--- src/rtl/pe_group_multicast_reuse_ctrl_pkg.sv ---
// Shared definitions for the PE-group multicast reuse controller.
//   state_t      : job sequencing FSM encoding
//   ptr_wrap_inc : ring-pointer increment that wraps at an arbitrary last index
package pe_group_multicast_reuse_ctrl_pkg;

  typedef enum logic [1:0] {
    ST_IDLE  = 2'd0,
    ST_RUN   = 2'd1,
    ST_DRAIN = 2'd2,
    ST_DONE  = 2'd3
  } state_t;

  // Pointers are widened to 16 bits so one helper serves every address width.
  function automatic logic [15:0] ptr_wrap_inc(input logic [15:0] ptr,
                                               input logic [15:0] last);
    logic [15:0] nxt;
    if (ptr == last) begin
      nxt = 16'd0;
    end else begin
      nxt = ptr + 16'd1;
    end
    return nxt;
  endfunction

endpackage

--- src/rtl/pe_group_reuse_rd_chan.sv ---
// One reader channel of the multicast buffer.
// Tracks this channel's read pointer, its reuse iteration within the current
// entry and how many written entries it has not yet retired.
//   clr       : clear all channel state (job start)
//   active    : controller is in RUN or DRAIN
//   wen       : writer pushed an entry this cycle
//   reuse_q   : reads per entry (already forced >= 1)
//   out_rdy   : consumer ready; out_valid / ren : handshake outputs
//   raddr     : read pointer; reuse_idx : current iteration
//   full      : occupancy reached the buffer depth; empty : nothing pending
module pe_group_reuse_rd_chan
  import pe_group_multicast_reuse_ctrl_pkg::*;
#(
  parameter int ADDR_COUNT = 27,
  parameter int ADDR_W     = 5,
  parameter int REUSE_W    = 4
) (
  input  logic               clk,
  input  logic               rst_n,
  input  logic               clr,
  input  logic               active,
  input  logic               wen,
  input  logic [REUSE_W-1:0] reuse_q,
  input  logic               out_rdy,
  output logic               out_valid,
  output logic               ren,
  output logic [ADDR_W-1:0]  raddr,
  output logic [REUSE_W-1:0] reuse_idx,
  output logic               full,
  output logic               empty
);

  localparam int OCC_W = $clog2(ADDR_COUNT + 1);
  localparam logic [OCC_W-1:0] OCC_MAX = OCC_W'(ADDR_COUNT);
  localparam logic [15:0] LAST_ADDR = 16'(ADDR_COUNT - 1);

  logic [OCC_W-1:0]   occ_r;
  logic [ADDR_W-1:0]  raddr_r;
  logic [REUSE_W-1:0] reuse_idx_r;
  logic               retire_s;

  // Valid depends only on registered occupancy, so a write is readable
  // the cycle after it lands.
  assign out_valid = active & (occ_r != '0);
  assign ren       = out_valid & out_rdy;
  assign retire_s  = ren & (reuse_idx_r == (reuse_q - REUSE_W'(1)));
  assign full      = (occ_r == OCC_MAX);
  assign empty     = (occ_r == '0);
  assign raddr     = raddr_r;
  assign reuse_idx = reuse_idx_r;

  // Read pointer, reuse iteration and occupancy state.
  always_ff @(posedge clk or negedge rst_n) begin
    if (!rst_n) begin
      occ_r       <= '0;
      raddr_r     <= '0;
      reuse_idx_r <= '0;
    end else if (clr) begin
      occ_r       <= '0;
      raddr_r     <= '0;
      reuse_idx_r <= '0;
    end else begin
      if (retire_s) begin
        reuse_idx_r <= '0;
        raddr_r     <= ADDR_W'(ptr_wrap_inc(16'(raddr_r), LAST_ADDR));
      end else if (ren) begin
        reuse_idx_r <= reuse_idx_r + REUSE_W'(1);
      end
      // A write and a retire in the same cycle cancel out.
      case ({wen, retire_s})
        2'b10:   occ_r <= occ_r + OCC_W'(1);
        2'b01:   occ_r <= occ_r - OCC_W'(1);
        default: occ_r <= occ_r;
      endcase
    end
  end

endmodule

--- src/rtl/pe_group_multicast_reuse_ctrl.sv ---
// Address/handshake controller for a PE-group input buffer with one writer
// and NUM_CH multicast reader channels. Each entry is read reuse times by
// every channel; a slot is recycled only after the slowest channel retires it.
//   start / cfg_reuse / cfg_total_writes : job launch and configuration
//   in_valid / in_rdy / wen / waddr      : writer side
//   out_valid / out_rdy / ren / raddr / reuse_idx : per-channel reader side
//   wr_count : writes accepted this job; busy / done : job status
module pe_group_multicast_reuse_ctrl
  import pe_group_multicast_reuse_ctrl_pkg::*;
#(
  parameter int ADDR_COUNT = 27,
  parameter int ADDR_W     = 5,
  parameter int NUM_CH     = 4,
  parameter int REUSE_W    = 4,
  parameter int TOTAL_W    = 12
) (
  input  logic                        clk,
  input  logic                        rst_n,
  input  logic                        start,
  input  logic [REUSE_W-1:0]          cfg_reuse,
  input  logic [TOTAL_W-1:0]          cfg_total_writes,
  input  logic                        in_valid,
  output logic                        in_rdy,
  output logic                        wen,
  output logic [ADDR_W-1:0]           waddr,
  output logic [NUM_CH-1:0]           out_valid,
  input  logic [NUM_CH-1:0]           out_rdy,
  output logic [NUM_CH-1:0]           ren,
  output logic [NUM_CH*ADDR_W-1:0]    raddr,
  output logic [NUM_CH*REUSE_W-1:0]   reuse_idx,
  output logic [TOTAL_W-1:0]          wr_count,
  output logic                        busy,
  output logic                        done
);

  localparam logic [15:0] LAST_ADDR = 16'(ADDR_COUNT - 1);

  state_t               state_r;
  state_t               state_nxt_s;
  logic [REUSE_W-1:0]   reuse_q_r;
  logic [TOTAL_W-1:0]   total_q_r;
  logic [TOTAL_W-1:0]   wr_count_r;
  logic [ADDR_W-1:0]    waddr_r;
  logic                 clr_s;
  logic                 active_s;
  logic [NUM_CH-1:0]    full_s;
  logic [NUM_CH-1:0]    empty_s;

  assign clr_s    = (state_r == ST_IDLE) & start;
  assign active_s = (state_r == ST_RUN) | (state_r == ST_DRAIN);
  // Any single full channel stalls the writer, regardless of the others.
  assign in_rdy   = (state_r == ST_RUN) & (wr_count_r != total_q_r) & ~(|full_s);
  assign wen      = in_valid & in_rdy;
  assign waddr    = waddr_r;
  assign wr_count = wr_count_r;
  assign busy     = (state_r != ST_IDLE);
  assign done     = (state_r == ST_DONE);

  genvar gc;
  generate
    for (gc = 0; gc < NUM_CH; gc++) begin : g_chan
      pe_group_reuse_rd_chan #(
        .ADDR_COUNT (ADDR_COUNT),
        .ADDR_W     (ADDR_W),
        .REUSE_W    (REUSE_W)
      ) u_chan (
        .clk       (clk),
        .rst_n     (rst_n),
        .clr       (clr_s),
        .active    (active_s),
        .wen       (wen),
        .reuse_q   (reuse_q_r),
        .out_rdy   (out_rdy[gc]),
        .out_valid (out_valid[gc]),
        .ren       (ren[gc]),
        .raddr     (raddr[gc*ADDR_W +: ADDR_W]),
        .reuse_idx (reuse_idx[gc*REUSE_W +: REUSE_W]),
        .full      (full_s[gc]),
        .empty     (empty_s[gc])
      );
    end
  endgenerate

  // FSM state register.
  always_ff @(posedge clk or negedge rst_n) begin
    if (!rst_n) begin
      state_r <= ST_IDLE;
    end else begin
      state_r <= state_nxt_s;
    end
  end

  // Next-state logic for the job sequencer.
  always_comb begin
    state_nxt_s = state_r;
    case (state_r)
      ST_IDLE: begin
        if (start) begin
          state_nxt_s = (cfg_total_writes == '0) ? ST_DONE : ST_RUN;
        end else begin
          state_nxt_s = ST_IDLE;
        end
      end
      ST_RUN: begin
        if (wr_count_r == total_q_r) begin
          state_nxt_s = ST_DRAIN;
        end else begin
          state_nxt_s = ST_RUN;
        end
      end
      ST_DRAIN: begin
        if (&empty_s) begin
          state_nxt_s = ST_DONE;
        end else begin
          state_nxt_s = ST_DRAIN;
        end
      end
      ST_DONE:  state_nxt_s = ST_IDLE;
      default:  state_nxt_s = ST_IDLE;
    endcase
  end

  // Job configuration latch, write pointer and write counter.
  always_ff @(posedge clk or negedge rst_n) begin
    if (!rst_n) begin
      reuse_q_r  <= REUSE_W'(1);
      total_q_r  <= '0;
      wr_count_r <= '0;
      waddr_r    <= '0;
    end else if (clr_s) begin
      reuse_q_r  <= (cfg_reuse == '0) ? REUSE_W'(1) : cfg_reuse;
      total_q_r  <= cfg_total_writes;
      wr_count_r <= '0;
      waddr_r    <= '0;
    end else if (wen) begin
      wr_count_r <= wr_count_r + TOTAL_W'(1);
      waddr_r    <= ADDR_W'(ptr_wrap_inc(16'(waddr_r), LAST_ADDR));
    end
  end

endmodule
--- config.mk ---
export PLATFORM = sky130hd
export DESIGN_NAME = pe_group_multicast_reuse_ctrl
export DESIGN_NICKNAME = d
export VERILOG_FILES = /design/src/rtl/pe_group_multicast_reuse_ctrl_pkg.sv /design/src/rtl/pe_group_reuse_rd_chan.sv /design/src/rtl/pe_group_multicast_reuse_ctrl.sv
export SDC_FILE = /design/constraint.sdc
export NUM_CORES = 1
export LEC_CHECK = 0
export CAP_MARGIN = 10
export CORE_MARGIN = 1
export CORE_UTILIZATION = 50
export DETAILED_ROUTE_END_ITERATION = 10
export PLACE_DENSITY = 0.78
export SETUP_SLACK_MARGIN = 0.15
export SYNTH_ARGS = -nofsm -noshare
export SYNTH_HDL_FRONTEND = slang
export SYNTH_SLANG_ARGS = --single-unit
--- constraint.sdc ---
create_clock -name clk -period 3.2 [get_ports clk]
set_input_delay 0.64 -clock clk [delete_from_list [all_inputs] [get_ports clk]]
set_output_delay 0.64 -clock clk [all_outputs]
set_load 0.005 [all_outputs]
### Word level (Yosys, flattened, before mapping)

Index checks and enable logic that the tools add are counted.
W data, S select, Z words.

* $add $sub $neg: 19
* eq/ne operators: 26
* multiplexer cells: 43
* bitwise gates (word level): 18
* reductions and logical operators: 27

Operators by type and width (count)
* $mux W5: 19
* $mux W4: 13
* $add A5 B1 Y5 const B: 9
* $eq A5 B5 Y1 const B: 9
* $pmux W5 S2: 4
* $mux W12: 2
* $reduce_bool A3 Y1: 8
* $logic_not A5 Y1: 4
* $reduce_bool A5 Y1: 4
* $sub A5 B1 Y5 const B: 4
* $add A4 B1 Y4 const B: 4
* $and A1 B1 Y1: 16
* $eq A4 B4 Y1: 4
* $add A12 B1 Y12 const B: 1
* $eq A12 B12 Y1: 1
* $eq A2 B2 Y1 const B: 6
* $logic_not A12 Y1: 1
* $ne A12 B12 Y1: 1
* $reduce_bool A2 Y1: 6
* $eq A2 B1 Y1 const B: 5
* $pmux W2 S4: 1
* $mux W2: 3
* $logic_not A4 Y1: 1
* $reduce_and A4 Y1: 1
* other kinds (6): 6

* flip-flop bits (word level): 91
* output and inout bits: 65
* logic and storage cells: 150

### Longest topological paths before layout

* depth after elaboration: 8
* depth in mapped cells: 15
* gate-level depth less buffers: 14

### By module

A second synthesis with hierarchy kept.

* cells, all modules: 645
* area total of the unflattened synthesis: 6082.1 µm²

Modules (own cells, without submodules)
* pe_group_reuse_rd_chan (g_chan[0].u_chan ...): times used 3, cells each 108, area an instance 1032.2 µm²
* pe_group_multicast_reuse_ctrl: times used 1, cells each 214, area an instance 1946.9 µm²
* pe_group_reuse_rd_chan (g_chan[1].u_chan): times used 1, cells each 107, area an instance 1038.5 µm²

### Least setup slack after synthesis

Ideal clock, no wire load.

* kind: reg-to-reg
* start: register reuse_q_r[0]
* end: register g_chan[2].u_chan.occ_r[4]
* arrival: 3015 ps
* data required time: 3054 ps
* setup slack: 38 ps
* stages on the path, launching flop included: 16
* cells stage by stage: dfstp_2 buf_6 inv_1 ha_1 xor2_1 nand3_1 nor3_1 nand2b_1 inv_2 ha_1 nor2b_1 o21ai_0 nor2b_1 nor3_1 nand2_1 o311ai_1

* cells in the longest elaborated chain, start to end: 6
* elaborated cells between the ends (all ways): 8
* classes of those cells: add/sub: 1; eq/ne: 3; mux: 2; bitwise: 1; reduce/logical: 1

RTL lines
* start, declared: RTL line pe_group_multicast_reuse_ctrl.sv:40 `logic [REUSE_W-1:0] reuse_q_r;`
* start signal, assigned: RTL line pe_group_multicast_reuse_ctrl.sv:131 `reuse_q_r <= (cfg_reuse == '0) ? REUSE_W'(1) : cfg_reuse;`
* $sub A4 B1 Y4 *: RTL line pe_group_reuse_rd_chan.sv:46 `assign retire_s = ren & (reuse_idx_r == (reuse_q - REUSE_W'(1)));`
* $eq A4 B4 Y1 *: RTL line pe_group_reuse_rd_chan.sv:46
* $and A1 B1 Y1 *: RTL line pe_group_reuse_rd_chan.sv:46
* $eq A2 B1 Y1 / $eq A2 B2 Y1 (equally long branches): RTL line pe_group_reuse_rd_chan.sv:70 `case ({wen, retire_s})`
* $pmux W5 S2: RTL line pe_group_reuse_rd_chan.sv:70
* $mux W5: RTL line pe_group_reuse_rd_chan.sv:58 `end else if (clr) begin`
* end signal, assigned: RTL line pe_group_reuse_rd_chan.sv:71 `2'b10: occ_r <= occ_r + OCC_W'(1);`
* end signal, assigned: RTL line pe_group_reuse_rd_chan.sv:72 `2'b01: occ_r <= occ_r - OCC_W'(1);`
* end signal, assigned: RTL line pe_group_reuse_rd_chan.sv:73 `default: occ_r <= occ_r;`
* end, declared: RTL line pe_group_reuse_rd_chan.sv:37 `logic [OCC_W-1:0] occ_r;`

Every way passes the cells marked *; elsewhere a longest branch is shown, timed or not.
A chain may end at the register's enable or synchronous reset.

### Worst setup path in the final report

* start: register reuse_q_r[0]
* end: register g_chan[0].u_chan.occ_r[4]

* cells in the longest elaborated chain, start to end: 6
* elaborated cells between the ends (all ways): 8
* classes of those cells: add/sub: 1; eq/ne: 3; mux: 2; bitwise: 1; reduce/logical: 1

RTL lines (RTL line)
* $sub A4 B1 Y4 *: pe_group_reuse_rd_chan.sv:46
* $eq A4 B4 Y1 *: pe_group_reuse_rd_chan.sv:46
* $and A1 B1 Y1 *: pe_group_reuse_rd_chan.sv:46
* $eq A2 B1 Y1 / $eq A2 B2 Y1 (equally long branches): pe_group_reuse_rd_chan.sv:70
* $pmux W5 S2: pe_group_reuse_rd_chan.sv:70
* $mux W5: pe_group_reuse_rd_chan.sv:58
* end signal, assigned: pe_group_reuse_rd_chan.sv:71
* end signal, assigned: pe_group_reuse_rd_chan.sv:72
* end signal, assigned: pe_group_reuse_rd_chan.sv:73
* end, declared: pe_group_reuse_rd_chan.sv:37

Marks and branches as above.

==> out/qor.txt <==
Period utilization: 0.950
Later-pin clock latency in the skew report: 350 ps
NetSw: 1.99 mW
N_diodes: 0
Peak Freq: 0.329 GHz
DIE AREA: 12,100 sq um
Tightest Pin Transition: 738 ps
Nets: 808
Reg2Reg Setup Slack: 160 ps
CP max stage cell: dfstp_2
Vias per std cell: 5.72
Hold crit path type: input port to asynchronous set/reset pin
Multi-input logic area: 3470 sq um
Cell Area, Synth: 5850 sq um
CP Launch Type: register
Setup Skew: 6.44 ps
Final setup vio count: 0
Worst path cell trace: inv_2, ha_4, xor2_1, nand2_1, nor4_4, o31ai_4, inv_2, ha_4, nor2b_1, o21ai_2, nand2b_1, or4_4, o311ai_2
Status: completed
Unrepaired setup endpoints after global routing: true
Register area share after synthesis: 0.390
Maxcap violations: 0
First-pass GRT wire length: 23.3 mm
Critical-path maximum fanout: 4
Register area: 2280 sq um
CP Capture Type: register
CORE AREA: 11,400 sq um
WL/cell: 16.4 um
Drt pass-1 iters: 5
DIE WIDTH: 110 um
FILL cells: 926
Drt total wl: 14.6 mm
Crit path kind: register to register
I/O Pins: 89
Total Routing Usage GR: 0.251
R2r worst-path depth: 13
First DRT Iteration DRCs: 250
Seq pwr share: 0.332
R2r startpoint: reuse_q_r[0]
Setup TNS: 0 ps
Sw Ratio: 0.393
Top_reg_cell synth: dfrtp_1
Crit-path max cell delay: 570 ps
Clock slew at reported path FFs: 70 ps
FFs w/ async S/R, synth: 1.00
Worst rel slew slack: 0.508
Synth Instances: 638
Post-synth EDFFs: 0
Comb pwr share: 0.463
Clock Power Share: 0.205
PwrDens: 672 nW/um^2
Worst path required time: 3450 ps
Via count: 5,121
Overall power: 5.05 mW
Hold_ws: 361 ps
TritonCTS clock tree: done
Fin crit period: 3040 ps
Peak supply drop: 0.363 mV
Port-buffer cells: 88
Total grt overflow: 0
Leak: 3.42 nW
Post-route DRC: 0
H-tree depth: 3
YS warnings: 0
Internal power: 3.07 mW
Placer Congestion: 0.856
HPWL after DPL: 10.7 mm
Synth area leader: dfrtp_1
Chip height: 110 um
DRT antenna net count: 0
Root Buffer: clkbuf_16
Antenna violations before repair: 0
Share of layout cells above drive strength 1: 0.137
Yosys reg bits: 91
Main area contributors after synthesis: dfrtp_1 39%, ha_1 7.1%, nand2_1 6.0%
Critical path arrival: 3290 ps
Largest net degree at the start of global routing: 56
Reg2reg end: g_chan[0].u_chan.occ_r[4]
Synth-to-Final Area Change: 28.5%
Starting Density: 0.512
Sink Count: 91
Syn_area_per_cell: 9.16 sq um
Final hold violations: 0
Cts bufs inserted: 9
Vias in the first global route: 4,852
Syn_nets: 699
Max Slew Vio Count: 0
Rows: 39
Unique masters post-synth: 52
Top cell type's share of synthesized area: 0.385
CTS Buffer Depth: 2
## layout make-up
cell class / instances / share of cell area
Tap cell: 143 / 0.0238
Timing Repair Buffer: 128 / 0.160
Inverter: 26 / 0.0130
Sequential cell: 91 / 0.303
Clock inverter: 5 / 0.00483
Clock buffer: 11 / 0.0336
Multi-Input combinational cell: 491 / 0.461
## Yosys cell counts (7+ instances only)
library cell and instances:
nor2b_1 17, or4_1 12, xnor2_1 23, and3_1 13, inv_2 7, nand4_1 10, o21ai_1 11, nand3_1 25
a21oi_1 18, nand2b_1 12, mux2i_1 10, nor4_1 10, ha_1 33, clkbuf_1 14, o21ai_0 27, buf_4 9
xor2_1 38, dfrtp_1 90, nor3_1 25, nand2_1 94, nor2_1 43, inv_1 19
## placed cells by master (no fill, tap or decap), drive strengths merged, types with 13 or more instances in the layout
master         instances
nand2                 94
clkdlybuf4s50         87
a21oi                 18
dfrtp                 90
inv                   27
nor2b                 17
buf                   41
xnor2                 24
nand3                 25
ha                    33
and3                  13
xor2                  38
o21ai                 38
nor3                  25
nor2                  43
nor4                  17
or4                   13
## logic make-up after synthesis
| family | synth area share |
|---|---|
| adder cells (fa/ha/maj) | 0.0843 |
| AO/OA/AOI/OAI | 0.106 |
| buffers and inverters | 0.0454 |
| flip-flops | 0.390 |
| multiplexers | 0.0190 |
| AND/OR/NAND/NOR | 0.258 |
| XOR/XNOR | 0.0980 |
## critical path, delay by kind of cell, from the launching register on
kind	cells	cell delay, ps
adder cells (fa/ha/maj)	2	510
AO/OA/AOI/OAI	3	410
AND/OR/NAND/NOR	5	1160
XOR/XNOR	1	140
flip-flops	1	570
buffers and inverters	2	160
## sequential cells by signal, summed over array words and instances, names as in the netlist
name and count:
wr_count 12, reuse_q_r 4, total_q_r 12, g_chan.u_chan.occ_r 20
g_chan.u_chan.reuse_idx 16, g_chan.u_chan.raddr 20, state_r 2, waddr 5
## layer usage
layer	share of wire	track usage	routed length [um]
met4	0.016	0.0893	236
met3	0.058	0.0447	844
met2	0.49	0.422	7120
met5	0	0	0
met1	0.44	0.324	6450
## through the flow
| step | setup WS (ps) | cell area [sq um] | cells | utilization |
|---|---|---|---|---|
| 2_1_floorplan | 150 | 5900 | 638 | - |
| 3_3_place_gp | 98.9 | 7070 | 872 | 0.619 |
| 3_5_place_dp | -19.4 | 7070 | 872 | 0.619 |
| 4_1_cts | 162 | 7400 | 890 | 0.648 |
| 5_1_grt | -1.42 | 7510 | 895 | 0.658 |
| 6_report | 160 | 7510 | 895 | 0.658 |
## power by group through the flow
stage	Sequential [mW]	Clock, mW	Combinational [mW]
floorplan	1.63	0	1.53
global placement	1.68	0	2.13
detailed placement	1.70	0	2.20
global route	1.72	1.10	2.57
finish	1.68	1.03	2.34
CTS	1.67	1.05	2.29
## worst max-delay path by stage
stage | from | to | cells past startpoint | slack (ps)
after floorplan | reuse_q_r[0] | g_chan[0].u_chan.occ_r[4] | 14 | 150
final | reuse_q_r[0] | g_chan[0].u_chan.occ_r[4] | 13 | 160
after CTS | g_chan[0].u_chan.occ_r[1] | wen | 6 | 160
after global placement | out_rdy[0] | g_chan[0].u_chan.occ_r[4] | 11 | 100
after global routing | reuse_q_r[0] | g_chan[0].u_chan.occ_r[4] | 13 | -1
after detailed placement | in_valid | g_chan[0].u_chan.occ_r[4] | 11 | -20
## repair_timing
| item | 4_1_cts | 5_1_grt |
|---|---|---|
| setup endpoints to repair | 6 | 10 |
| gates resized for setup | 4 | 15 |
| hold buffers | 0 | 0 |
| buffers inserted | 2 | 5 |
| pin swaps | 1 | 7 |
Power figures use the tool's default switching activity.
